$ cat src/rtl/conv_pkg.sv
// Shared definitions for the convolver control and datapath: default geometry,
// derived widths and the sequencer state encoding.
package conv_pkg;

  localparam int unsigned DATA_WIDTH  = 16;
  localparam int unsigned IMAGE_SIZE  = 28;
  localparam int unsigned KERNEL_SIZE = 5;

  localparam int unsigned OUT_SIZE = IMAGE_SIZE - KERNEL_SIZE + 1;
  localparam int unsigned NUM_W    = KERNEL_SIZE * KERNEL_SIZE;
  localparam int unsigned AW       = $clog2(NUM_W);
  localparam int unsigned PW       = $clog2(IMAGE_SIZE);
  localparam int unsigned OW       = $clog2(OUT_SIZE);

  typedef enum logic [1:0] {
    StIdle,
    StLoadW,
    StStream,
    StDone
  } conv_state_e;

endpackage

$ cat src/rtl/conv_pos_counter.sv
// Raster-order row/column counter for the incoming image, with flags for the
// final pixel and for positions that complete a full KxK window.
module conv_pos_counter #(
  parameter int unsigned IMAGE_SIZE  = 28,
  parameter int unsigned KERNEL_SIZE = 5,
  parameter int unsigned PW          = $clog2(IMAGE_SIZE)
) (
  input  logic          clk,
  input  logic          rstn,
  input  logic          clear,
  input  logic          inc,
  output logic [PW-1:0] row,
  output logic [PW-1:0] col,
  output logic          last,
  output logic          win_ok
);

  localparam logic [PW-1:0] PosMax   = PW'(IMAGE_SIZE - 1);
  localparam logic [PW-1:0] WinStart = PW'(KERNEL_SIZE - 1);

  logic [PW-1:0] row_q, row_d;
  logic [PW-1:0] col_q, col_d;

  always_comb begin
    row_d = row_q;
    col_d = col_q;
    if (clear) begin
      row_d = '0;
      col_d = '0;
    end else if (inc) begin
      if (col_q == PosMax) begin
        col_d = '0;
        row_d = (row_q == PosMax) ? '0 : row_q + 1'b1;
      end else begin
        col_d = col_q + 1'b1;
      end
    end
  end

  always_ff @(posedge clk or negedge rstn) begin
    if (!rstn) begin
      row_q <= '0;
      col_q <= '0;
    end else begin
      row_q <= row_d;
      col_q <= col_d;
    end
  end

  assign row    = row_q;
  assign col    = col_q;
  assign last   = (row_q == PosMax) && (col_q == PosMax);
  assign win_ok = (row_q >= WinStart) && (col_q >= WinStart);

endmodule

$ cat src/rtl/conv_window_sequencer.sv
// Frame sequencer for the convolver: loads the kernel into the weight store, then
// streams the image into the window buffer and flags valid KxK windows.
module conv_window_sequencer
  import conv_pkg::*;
#(
  parameter int unsigned DATA_WIDTH  = 16,
  parameter int unsigned IMAGE_SIZE  = 28,
  parameter int unsigned KERNEL_SIZE = 5,
  localparam int unsigned NumW  = KERNEL_SIZE * KERNEL_SIZE,
  localparam int unsigned AddrW = $clog2(NumW),
  localparam int unsigned PosW  = $clog2(IMAGE_SIZE),
  localparam int unsigned OutW  = $clog2(IMAGE_SIZE - KERNEL_SIZE + 1)
) (
  input  logic                  clk,
  input  logic                  rstn,
  input  logic                  start,
  input  logic                  reuse_weights,
  output logic                  busy,
  output logic                  done,
  input  logic                  wt_valid,
  input  logic [DATA_WIDTH-1:0] wt_data,
  output logic                  wt_ready,
  output logic                  weight_write,
  output logic [AddrW-1:0]      weight_addr,
  output logic [DATA_WIDTH-1:0] weight_data,
  input  logic                  px_valid,
  input  logic [DATA_WIDTH-1:0] px_data,
  output logic                  px_ready,
  output logic                  shift_en,
  output logic [DATA_WIDTH-1:0] shift_data,
  output logic                  conv_valid,
  output logic [OutW-1:0]       out_row,
  output logic [OutW-1:0]       out_col,
  input  logic                  out_ready
);

  localparam logic [PosW-1:0]  WinStart = PosW'(KERNEL_SIZE - 1);
  localparam logic [AddrW-1:0] LastIdx  = AddrW'(NumW - 1);

  conv_state_e state_q, state_d;

  logic [AddrW-1:0]      wt_idx_q;
  logic                  px_done_q;
  logic                  weight_write_q, shift_en_q, conv_valid_q;
  logic [AddrW-1:0]      weight_addr_q;
  logic [DATA_WIDTH-1:0] weight_data_q, shift_data_q;
  logic [OutW-1:0]       out_row_q, out_col_q;

  logic            wt_hs, px_hs, consume;
  logic [PosW-1:0] row, col;
  logic            pos_last, win_ok;

  conv_pos_counter #(
    .IMAGE_SIZE (IMAGE_SIZE),
    .KERNEL_SIZE(KERNEL_SIZE),
    .PW         (PosW)
  ) u_pos (
    .clk   (clk),
    .rstn  (rstn),
    .clear (state_q == StIdle),
    .inc   (px_hs),
    .row   (row),
    .col   (col),
    .last  (pos_last),
    .win_ok(win_ok)
  );

  assign consume  = conv_valid_q & out_ready;
  assign wt_ready = (state_q == StLoadW);
  // Once the final pixel is in, refuse further pixels until the next frame.
  assign px_ready = (state_q == StStream) & ~(conv_valid_q & ~out_ready) & ~px_done_q;
  assign wt_hs    = wt_valid & wt_ready;
  assign px_hs    = px_valid & px_ready;

  always_comb begin
    state_d = state_q;
    unique case (state_q)
      StIdle:   if (start) state_d = reuse_weights ? StStream : StLoadW;
      StLoadW:  if (wt_hs && (wt_idx_q == LastIdx)) state_d = StStream;
      StStream: if (consume && px_done_q) state_d = StDone;
      StDone:   state_d = StIdle;
      default:  state_d = StIdle;
    endcase
  end

  always_ff @(posedge clk or negedge rstn) begin
    if (!rstn) begin
      state_q        <= StIdle;
      wt_idx_q       <= '0;
      px_done_q      <= 1'b0;
      weight_write_q <= 1'b0;
      weight_addr_q  <= '0;
      weight_data_q  <= '0;
      shift_en_q     <= 1'b0;
      shift_data_q   <= '0;
      conv_valid_q   <= 1'b0;
      out_row_q      <= '0;
      out_col_q      <= '0;
    end else begin
      state_q        <= state_d;
      weight_write_q <= wt_hs;
      shift_en_q     <= px_hs;
      if (wt_hs) begin
        wt_idx_q      <= (wt_idx_q == LastIdx) ? '0 : wt_idx_q + 1'b1;
        weight_addr_q <= wt_idx_q;
        weight_data_q <= wt_data;
      end
      if (state_q == StIdle) begin
        px_done_q <= 1'b0;
      end else if (px_hs) begin
        px_done_q <= pos_last;
      end
      // A new pixel overrides a window being consumed in the same cycle.
      if (px_hs) begin
        shift_data_q <= px_data;
        conv_valid_q <= win_ok;
        if (win_ok) begin
          out_row_q <= OutW'(row - WinStart);
          out_col_q <= OutW'(col - WinStart);
        end
      end else if (consume) begin
        conv_valid_q <= 1'b0;
      end
    end
  end

  assign busy         = (state_q != StIdle);
  assign done         = (state_q == StDone);
  assign weight_write = weight_write_q;
  assign weight_addr  = weight_addr_q;
  assign weight_data  = weight_data_q;
  assign shift_en     = shift_en_q;
  assign shift_data   = shift_data_q;
  assign conv_valid   = conv_valid_q;
  assign out_row      = out_row_q;
  assign out_col      = out_col_q;

endmodule
$ cat config.mk
export PLATFORM = sky130hd
export DESIGN_NAME = conv_window_sequencer
export DESIGN_NICKNAME = d
export VERILOG_FILES = /design/src/rtl/conv_pkg.sv /design/src/rtl/conv_pos_counter.sv /design/src/rtl/conv_window_sequencer.sv
export SDC_FILE = /design/constraint.sdc
export NUM_CORES = 1
export LEC_CHECK = 0
export ABC_AREA = 1
export CORE_UTILIZATION = 40
export DETAILED_ROUTE_END_ITERATION = 10
export HOLD_SLACK_MARGIN = 0.03
export PLACE_DENSITY = 0.69
export SYNTH_ARGS = -nofsm -noshare
export SYNTH_HDL_FRONTEND = slang
export SYNTH_SLANG_ARGS = --single-unit
$ cat constraint.sdc
create_clock -name clk -period 3.7 [get_ports clk]
set_input_delay 0.555 -clock clk [delete_from_list [all_inputs] [get_ports clk]]
set_output_delay 0.555 -clock clk [all_outputs]
set_load 0.1 [all_outputs]
==> impl_summary.txt, run 1 <==
----------------------------------------------------
[Worst hold path]
  Path category of the worst min-delay check ... input port to async pin

[Synthesis]
  Total nets after synthesis ... 451
  Top cells by area, synth ... sky130_fd_sc_hd__dfrtp_1, sky130_fd_sc_hd__nand2_1, sky130_fd_sc_hd__ha_1, sky130_fd_sc_hd__inv_1, sky130_fd_sc_hd__nand3_1
  Share of Yosys cell area claimed by the top area cell type ... 0.518
  Cell count after synthesis ... 393
  Post-Synthesis Cell Area ... 3280 um^2
  Number of flops mapped to enable cells by yosys ... 0
  Number of warnings reported in the yosys synthesis log ... 0
  Cell type with the highest aggregate area in the netlist ... sky130_fd_sc_hd__dfrtp_1
  Post-synthesis cell type count ... 23
  Sequential area share after synthesis ... 0.518
  FFs w/ async S/R, synth ... 1.00
  Most repeated cell in the gate-level netlist after synthesis ... sky130_fd_sc_hd__nand2_1
  Most frequent cells after synthesis ... sky130_fd_sc_hd__nand2_1, sky130_fd_sc_hd__dfrtp_1, sky130_fd_sc_hd__inv_1, sky130_fd_sc_hd__nand3_1
  Syn Area/Cell ... 8.36 um^2
  Number of synthesized register bits ... 68
  Dominant synthesized flop cell ... sky130_fd_sc_hd__dfrtp_1

[Setup path]
  Kind of cell with the highest combined delay on the critical path ... buffers and inverters
  Slowest stage cell on the critical path ... sky130_fd_sc_hd__clkdlybuf4s50_1
  Launching element type of the critical path ... flop
  Maximum fanout encountered on the critical timing path ... 4
  CP required ... 3.14 ns
  Nature of the critical path endpoint ... output port
  Cell-by-cell listing of the critical path ... inv_1 -> ha_1 -> clkdlybuf4s50_1
  CP arrival ... 2.19 ns
  Delay contributed by the slowest stage of the critical path ... 1.14 ns
  Type of the worst setup path ... flop to output port
  Number of buffers and inverters on the critical path ... 2

[Clock tree]
  Post-CTS setup-driven buffer insertion count ... 0
  Number of gates resized after cts ... 0
  TritonCTS Sinks ... 68
  Depth of the CTS H-tree ... 3
  Worst-skew pair later-pin latency ... 0.34 ns
  TritonCTS clock tree ... done
  Maximum count of clock buffers along a single path ... 2
  CTS Root Buffer Type ... sky130_fd_sc_hd__clkbuf_8
  TritonCTS Buffers ... 9
  Clock-pin slew on the worst setup and hold paths ... 0.07 ns
  Hold-fix buffers, CTS ... 0

[STA]
  Number of pins exceeding their max-slew limit in the final report ... 0
  Max Freq ... 365 MHz
  Fin. Hold Viols ... 0
  Fin Clk Skew ... 0.00747 ns
  Normalized max-slew margin ... 0.323
  Share of the cycle needed by the critical path after routing ... 0.741
  Post-layout minimum cycle time ... 2.74 ns
  Slew at the pin with the worst max-slew slack ... 1.01 ns
  Total negative setup slack ... 0 ns
  Setup repair after global routing missed its margin ... no
  Setup-violating endpoint count in the final report ... 0

[Floorplan]
  Die extent in y ... 92.6 um
  Initial core utilization ... 0.419
  I/O pin count ... 93
  Standard-cell row count ... 32
  Core Box Area ... 7850 um^2
  Total Die Area ... 8580 um^2
  Die width ... 92.6 um

[Finish]
  Final #Nets ... 546
  Synth-to-layout area growth ... 37.2%
  Filler Cell Count ... 738
  Diodes inserted ... 0
  Share of cells above drive strength 1 ... 0.0609

[GRT]
  Initial antenna violation count ... 0
  Wire length of the first global-routing pass ... 12600 um
  Vias in the first global route ... 2727
  Largest net degree at the start of global routing ... 39
  Combined global-route utilization of all metal layers ... 0.187
  Residual overflow from global routing ... 0

[Status]
  Status ... complete, no violations

[Drt]
  Remaining antenna violation count ... 0
  Remaining design rule violation count ... 0
  Via-per-instance ratio ... 4.58
  Number of detailed-route iterations in the first pass ... 4
  Routed vias ... 2725
  WL/cell ... 12.4 um
  Initial DRC Count ... 93
  Wirelength, routed ... 7400 um

[Place]
  Post-DP HPWL ... 5320 um
  Number of port buffers ... 92
  Routability-driven placement congestion ratio ... 0.864

[Flow run]
  Max-cap violations ... 0

----------------------------------------------------
-- cell usage in the layout, fill, tap and decap left out, types with 10 or more instances in the layout --
| cell | synthesis | routed |
|---|---|---|
| sky130_fd_sc_hd__clkbuf_8 | 0 | 10 |
| sky130_fd_sc_hd__inv_1 | 41 | 41 |
| sky130_fd_sc_hd__o21ai_0 | 14 | 14 |
| sky130_fd_sc_hd__nand2_1 | 163 | 163 |
| sky130_fd_sc_hd__nand3_1 | 27 | 27 |
| sky130_fd_sc_hd__nor2_1 | 19 | 19 |
| sky130_fd_sc_hd__clkdlybuf4s50_1 | 0 | 89 |
| sky130_fd_sc_hd__ha_1 | 19 | 19 |
| sky130_fd_sc_hd__dfrtp_1 | 68 | 68 |
| sky130_fd_sc_hd__o21bai_1 | 10 | 10 |
-- metrics by stage --
step           area [um^2]  cells   util  setup slack (ns)  hold slack, ns
2_1_floorplan         3280    393      -             0.775           0.259
3_3_place_gp          4280    579  0.545              1.34           0.461
3_5_place_dp          4280    579  0.545              1.31           0.464
4_1_cts               4510    595  0.574             0.937           0.325
5_1_grt               4510    595  0.574             0.858           0.348
6_report              4510    595  0.574             0.959           0.321
-- worst reg2reg max path, cell delays in order, from the launching register on --
cell and delay, ns:
sky130_fd_sc_hd__dfrtp_1 0.42, sky130_fd_sc_hd__inv_1 0.12, sky130_fd_sc_hd__ha_1 0.21, sky130_fd_sc_hd__inv_1 0.09
sky130_fd_sc_hd__nor2_2 0.12, sky130_fd_sc_hd__nand3_4 0.35, sky130_fd_sc_hd__inv_2 0.44, sky130_fd_sc_hd__nand3_1 0.12
sky130_fd_sc_hd__o21ai_0 0.11
-- registers in the layout, indices dropped and copies added (netlist names) --
register      cells
shift_data       16
weight_data      16
out_col           5
out_row           5
u_pos.col         5
u_pos.row         5
weight_addr       5
wt_idx_q          5
state_q           2
conv_valid        1
px_done_q         1
shift_en          1
weight_write      1
-- area by class of cell --
cell class                      count  area [um^2]  area share
Clock inverter                      5         83.8      0.0186
Clock buffer                       11          141      0.0314
Multi-Input combinational cell    271         1360       0.301
Tap cell                          102          128      0.0283
Inverter                           43          161      0.0358
Timing Repair Buffer               95          933       0.207
Sequential cell                    68         1700       0.378
-- logic make-up after synthesis --
kind of cell             Yosys count  share of synthesized area
AO/OA/AOI/OAI                     29                     0.0526
XOR/XNOR                           4                     0.0107
adder cells (fa/ha/maj)           19                     0.0724
buffers and inverters             54                     0.0690
flip-flops                        68                      0.518
AND/OR/NAND/NOR                  219                      0.277
-- layer usage --
layer  global-route usage  part of all wire
met1                0.233              0.46
met2                0.317              0.48
met3               0.0476             0.053
met4               0.0603             0.011
met5                    0                 0
-- final timing paths --
kind | from | to | slack [ns] | cells after the start
worst max-delay path | state_q[1]$_DFFE_PN0P_ | wt_ready | 0.96 | 3
min in group clk | shift_data[6]$_DFFE_PN0P_ | shift_data[6]$_DFFE_PN0P_ | 0.48 | 2
max in group asynchronous | rstn | shift_data[2]$_DFFE_PN0P_ | 2.55 | 2
worst min register to register | shift_data[6]$_DFFE_PN0P_ | shift_data[6]$_DFFE_PN0P_ | 0.48 | 2
worst min-delay path | rstn | weight_addr[4]$_DFFE_PN0N_ | 0.32 | 1
worst max register to register | state_q[0]$_DFFE_PN0P_ | px_done_q$_DFFE_PN0P_ | 1.65 | 8
Power of run 1 is not shown: default switching activity piles up to over one toggle a cycle in this logic, so the estimate is an artifact.
==> run 2, diff against run 1 <==
--- a/config.mk
+++ b/config.mk
@@ -9,7 +9,7 @@
 export CORE_UTILIZATION = 40
 export DETAILED_ROUTE_END_ITERATION = 10
 export HOLD_SLACK_MARGIN = 0.03
-export PLACE_DENSITY = 0.69
+export PLACE_DENSITY = 0.72
 export SYNTH_ARGS = -nofsm -noshare
 export SYNTH_HDL_FRONTEND = slang
 export SYNTH_SLANG_ARGS = --single-unit
==> constraint.sdc (replaced) <==
create_clock -name clk -period 2.4 [get_ports clk]
set_input_delay 0.36 -clock clk [delete_from_list [all_inputs] [get_ports clk]]
set_output_delay 0.36 -clock clk [all_outputs]
set_load 0.1 [all_outputs]
==> impl_summary.txt, run 2 (synthesis gave the netlist of run 1 again) <==
----------------------------------------------------
[Status]
  Status ... complete, no violations

[Setup path]
  Launching element type of the critical path ... flop
  Worst reg2reg setup slack ... 0.59 ns (-1.06 ns)
  Nature of the critical path endpoint ... output port
  CP required ... 2.04 ns (-1.10 ns)
  CP arrival ... 1.67 ns (-0.52 ns)
  Delay contributed by the slowest stage of the critical path ... 0.40 ns (-0.74 ns)
  Maximum fanout encountered on the critical timing path ... 14 (+10)
  Most frequent CP cell ... sky130_fd_sc_hd__inv_1
  Cell-by-cell listing of the critical path ... inv_1 -> ha_1 -> inv_1 -> buf_12
  Type of the worst setup path ... flop to output port
  Slowest stage cell on the critical path ... sky130_fd_sc_hd__dfrtp_1

[Clock tree]
  Clock-pin slew on the worst setup and hold paths ... 0.08 ns (about the same)
  Maximum count of clock buffers along a single path ... 2 (unchanged)
  Post-CTS setup-driven buffer insertion count ... 0 (unchanged)
  Worst-skew pair later-pin latency ... 0.34 ns (about the same)
  CTS Root Buffer Type ... sky130_fd_sc_hd__clkbuf_8
  Number of gates resized after cts ... 0 (unchanged)
  TritonCTS Sinks ... 68 (unchanged)
  TritonCTS clock tree ... done
  Hold-fix buffers, CTS ... 0 (unchanged)
  Depth of the CTS H-tree ... 3 (unchanged)
  TritonCTS Buffers ... 9 (unchanged)

[Drt]
  Number of detailed-route iterations in the first pass ... 4 (unchanged)
  Routed vias ... 2795 (+2.6%)
  Initial DRC Count ... 100 (+7.5%)
  Via-per-instance ratio ... 4.69 (+2.4%)
  Remaining antenna violation count ... 0 (unchanged)
  Wirelength, routed ... 7430 um (+0.53%)
  WL/cell ... 12.5 um (+0.36%)
  Remaining design rule violation count ... 0 (unchanged)

[GRT]
  Initial antenna violation count ... 0 (unchanged)
  Vias in the first global route ... 2764 (+1.4%)
  Wire length of the first global-routing pass ... 12500 um (-0.88%)
  Most used routing layer in global routing ... met2
  Global-route track usage on met2 ... 0.308 (-0.00864)
  Residual overflow from global routing ... 0 (unchanged)
  Fraction of met3 tracks used by global routing ... 0.0525 (+0.00493)
  Combined global-route utilization of all metal layers ... 0.185 (-0.00130)
  Met1 capacity usage during global routing ... 0.232 (-0.00131)
  Largest net degree at the start of global routing ... 69 (+77%)

[Flow run]
  Max-cap violations ... 0 (unchanged)

[Floorplan]
  I/O pin count ... 93 (unchanged)
  Die extent in y ... 92.6 um (unchanged)
  Initial core utilization ... 0.419 (unchanged)
  Standard-cell row count ... 32 (unchanged)
  Core Box Area ... 7850 um^2 (unchanged)
  Total Die Area ... 8580 um^2 (unchanged)
  Die width ... 92.6 um (unchanged)

[Finish]
  Final #Nets ... 547 (+0.18%)
  Most frequent cells in the layout ... sky130_fd_sc_hd__nand2_1, sky130_fd_sc_hd__dfrtp_1, sky130_fd_sc_hd__buf_4
  Share of cells above drive strength 1 ... 0.172 (+0.111)
  Number of cells in the finished layout apart from fillers ... 596 (+0.17%)
  Share of the core filled with cells in the final layout ... 0.562 (-0.0123)
  Diodes inserted ... 0 (unchanged)
  Synth-to-layout area growth ... 34.2%
  Leading cell type in the layout, fill and taps excluded ... sky130_fd_sc_hd__nand2_1

[STA]
  Post-layout minimum cycle time ... 2.03 ns
  Slew at the pin with the worst max-slew slack ... 0.470 ns (-0.542 ns)
  Setup-violating endpoint count in the final report ... 0 (unchanged)
  Final Hold Slack ... 0.0289 ns (-0.292 ns)
  Setup repair after global routing missed its margin ... no
  Total negative setup slack ... 0 ns (unchanged)
  Fin. Hold Viols ... 0 (unchanged)
  Share of the cycle needed by the critical path after routing ... 0.846
  Number of pins exceeding their max-slew limit in the final report ... 0 (unchanged)
  Fin Clk Skew ... 0.00947 ns (+0.00200 ns)
  Normalized max-slew margin ... 0.686 (+0.363)
  Max Freq ... 493 MHz

[Place]
  Post-DP HPWL ... 5400 um (+1.5%)
  Routability-driven placement congestion ratio ... 0.846 (-2.1%)
  Number of port buffers ... 92 (unchanged)
  Number of cells in the design after placement ... 580 (+0.17%)

[Worst hold path]
  Path category of the worst min-delay check ... input port to async pin

----------------------------------------------------
==> run 2: layout make-up <==
type | count | area (um^2)
clock inverter | 5 | 60.1
clock buffer | 11 | 151
fill | 720 | 3440
sequential | 68 | 1700
timing repair buffer | 96 | 848
multi-input combinational | 271 | 1360
tap | 102 | 128
inverter | 43 | 161
==> run 2: worst paths after layout <==
path / from / end / cells past startpoint
worst min-delay path: rstn / wt_idx_q[4]$_DFFE_PN0N_ / 2
worst max register to register: state_q[0]$_DFFE_PN0P_ / px_done_q$_DFFE_PN0P_ / 8
worst max-delay path: state_q[0]$_DFFE_PN0P_ / busy / 4
worst min register to register: shift_data[2]$_DFFE_PN0P_ / shift_data[2]$_DFFE_PN0P_ / 2
max in group asynchronous: rstn / out_col[3]$_DFFE_PN0P_ / 2
min in group clk: shift_data[2]$_DFFE_PN0P_ / shift_data[2]$_DFFE_PN0P_ / 2
==> run 2: worst max-delay path, delay by kind of cell (launching register included) <==
kind / cells / cell delay, ns
adders and majority gates: 1 / 0.22
DFF: 1 / 0.40
buffers and inverters: 3 / 0.70
==> run 2: stage by stage <==
stage          setup WS (ns)  area (um^2)
5_1_grt                0.221         4410
3_3_place_gp           0.516         4200
3_5_place_dp           0.464         4200
4_1_cts                0.357         4410
2_1_floorplan         0.0384         3290
6_report               0.370         4410
==> run 2: layer usage <==
layer  vias to the layer above  share of wire
met1                      1297           0.46
met4                         0          0.014
met2                        76           0.47
met5                         -              0
met3                        12          0.057
li1                       1410              -
Power of run 2 is left out for the same reason.
==> run 3, diff against run 2 <==
--- a/config.mk
+++ b/config.mk
@@ -9,7 +9,7 @@
 export CORE_UTILIZATION = 40
 export DETAILED_ROUTE_END_ITERATION = 10
 export HOLD_SLACK_MARGIN = 0.03
-export PLACE_DENSITY = 0.72
+export PLACE_DENSITY = 0.69
 export SYNTH_ARGS = -nofsm -noshare
 export SYNTH_HDL_FRONTEND = slang
 export SYNTH_SLANG_ARGS = --single-unit
==> constraint.sdc (replaced) <==
create_clock -name clk -period 2.1 [get_ports clk]
set_input_delay 0.315 -clock clk [delete_from_list [all_inputs] [get_ports clk]]
set_output_delay 0.315 -clock clk [all_outputs]
set_load 0.1 [all_outputs]
==> impl_summary.txt, run 3 (synthesis gave the netlist of run 1 again) <==
----------------------------------------------------
[STA]
  Normalized max-slew margin ... 0.725 (+0.0387)
  Share of the cycle needed by the critical path after routing ... 0.937
  Number of pins exceeding their max-slew limit in the final report ... 0 (unchanged)
  Max Freq ... 508 MHz
  Setup-violating endpoint count in the final report ... 0 (unchanged)
  Fin. Hold Viols ... 0 (unchanged)
  Setup repair after global routing missed its margin ... no
  Slew at the pin with the worst max-slew slack ... 0.413 ns (-0.0575 ns)
  Fin Clk Skew ... 0.0104 ns (+0.000948 ns)
  Post-layout minimum cycle time ... 1.97 ns

[Clock tree]
  Clock-pin slew on the worst setup and hold paths ... 0.08 ns (about the same)
  Maximum count of clock buffers along a single path ... 2 (unchanged)
  Worst-skew pair later-pin latency ... 0.35 ns (about the same)
  TritonCTS Sinks ... 68 (unchanged)
  Depth of the CTS H-tree ... 3 (unchanged)
  Post-CTS setup-driven buffer insertion count ... 0 (unchanged)
  TritonCTS clock tree ... done
  TritonCTS Buffers ... 9 (unchanged)
  CTS Root Buffer Type ... sky130_fd_sc_hd__clkbuf_8

[Drt]
  Initial DRC Count ... 105 (+5.0%)
  Wirelength, routed ... 7400 um (-0.48%)
  Met3 Routed Length ... 376 um (-11%)
  WL/cell ... 12.4 um (-0.98%)
  Via-per-instance ratio ... 4.56 (-2.7%)
  Highest metal layer with signal wires ... met4
  Remaining antenna violation count ... 0 (unchanged)
  WL met2 ... 3500 um (-0.60%)
  Met1 wire length ... 3450 um (+1.8%)
  Routed vias ... 2734 (-2.2%)
  Remaining design rule violation count ... 0 (unchanged)
  Number of detailed-route iterations in the first pass ... 4 (unchanged)

[GRT]
  Residual overflow from global routing ... 0 (unchanged)
  Initial antenna violation count ... 0 (unchanged)
  Wire length of the first global-routing pass ... 12500 um (+0.22%)
  Combined global-route utilization of all metal layers ... 0.187 (+0.00159)
  Largest net degree at the start of global routing ... 37 (-46%)
  Vias in the first global route ... 2662 (-3.7%)

[Floorplan]
  Die width ... 92.6 um (unchanged)
  Standard-cell row count ... 32 (unchanged)
  I/O pin count ... 93 (unchanged)
  Total Die Area ... 8580 um^2 (unchanged)
  Die extent in y ... 92.6 um (unchanged)
  Core Box Area ... 7850 um^2 (unchanged)
  Initial core utilization ... 0.419 (unchanged)

[Finish]
  Most frequent cells in the layout ... sky130_fd_sc_hd__nand2_1, sky130_fd_sc_hd__dfrtp_1, sky130_fd_sc_hd__buf_4
  Multi-input gate area ... 1370 um^2 (+0.55%)
  FF/Latch Area ... 1700 um^2 (unchanged)
  Share of cells above drive strength 1 ... 0.179 (+0.00701)
  Leading cell type in the layout, fill and taps excluded ... sky130_fd_sc_hd__nand2_1
  Share of the core filled with cells in the final layout ... 0.573 (+0.0110)
  Final #Nets ... 550 (+0.55%)
  Diodes inserted ... 0 (unchanged)
  Synth-to-layout area growth ... 36.9%
  Filler Cell Count ... 708 (-1.7%)

[Place]
  Post-DP HPWL ... 5440 um (+0.82%)
  Routability-driven placement congestion ratio ... 0.880 (+4.0%)
  Number of port buffers ... 92 (unchanged)

[Worst hold path]
  Path category of the worst min-delay check ... input port to async pin

[Status]
  Status ... complete, no violations

[Setup path]
  CP required ... 1.78 ns (-0.26 ns)
  Launching element type of the critical path ... flop
  Maximum fanout encountered on the critical timing path ... 14 (unchanged)
  Nature of the critical path endpoint ... output port
  CP arrival ... 1.65 ns (-0.02 ns)
  Type of the worst setup path ... flop to output port

[Flow run]
  Max-cap violations ... 0 (unchanged)

----------------------------------------------------
## run 3: area by class of cell
type,instances,area share
timing repair buffer,99,0.197
clock inverter,7,0.0278
tap,102,0.0284
sequential,68,0.379
multi-input combinational,271,0.304
inverter,43,0.0367
clock buffer,9,0.0276
## run 3: through the flow
stage / hold WS, ns / setup slack [ns] / cell area [um^2] / setup TNS, ns / instances
after global placement: 0.271 / 0.381 / 4230 / 0 / 582
final: 0.421 / 0.133 / 4500 / 0 / 599
after detailed placement: 0.272 / 0.360 / 4230 / 0 / 582
after floorplan: 0.0194 / -0.00401 / 3290 / -0.0161 / 393
after CTS: 0.428 / 0.106 / 4490 / 0 / 599
after global routing: 0.447 / 0.00357 / 4500 / 0 / 599
## run 3: worst max-delay path, stage by stage, from the launching register on
cell and delay, ns:
sky130_fd_sc_hd__dfrtp_1 0.43, sky130_fd_sc_hd__inv_1 0.12, sky130_fd_sc_hd__ha_1 0.22, sky130_fd_sc_hd__clkinvlp_4 0.27, sky130_fd_sc_hd__buf_12 0.26
## run 3: path summary, 6_finish.rpt
path,start,endpoint,slack (ns),depth (start not counted)
max,state_q[1]$_DFFE_PN0P_,busy,0.13,4
min,rstn,weight_data[7]$_DFFE_PN0N_,0.42,2
max reg2reg,state_q[0]$_DFFE_PN0P_,out_row[3]$_DFFE_PN0P_,0.41,8
min reg2reg,weight_data[11]$_DFFE_PN0N_,weight_data[11]$_DFFE_PN0N_,0.49,2
max in group asynchronous,rstn,shift_data[5]$_DFFE_PN0P_,1.11,3
min in group clk,weight_data[11]$_DFFE_PN0N_,weight_data[11]$_DFFE_PN0N_,0.49,2
## run 3: timing repair
item / 4_1_cts / 5_1_grt
hold endpoints to repair: 16 / 0
gates resized for setup: 0 / 1
hold buffers: 1 / 0
endpoints found under the setup margin: 0 / 1
## run 3: layer usage
metal	GRT usage	vias up
li1	-	1409
met1	0.250	1249
met2	0.300	69
met3	0.0452	7
met4	0.0590	0
met5	0	-
Power of run 3 is left out for the same reason.
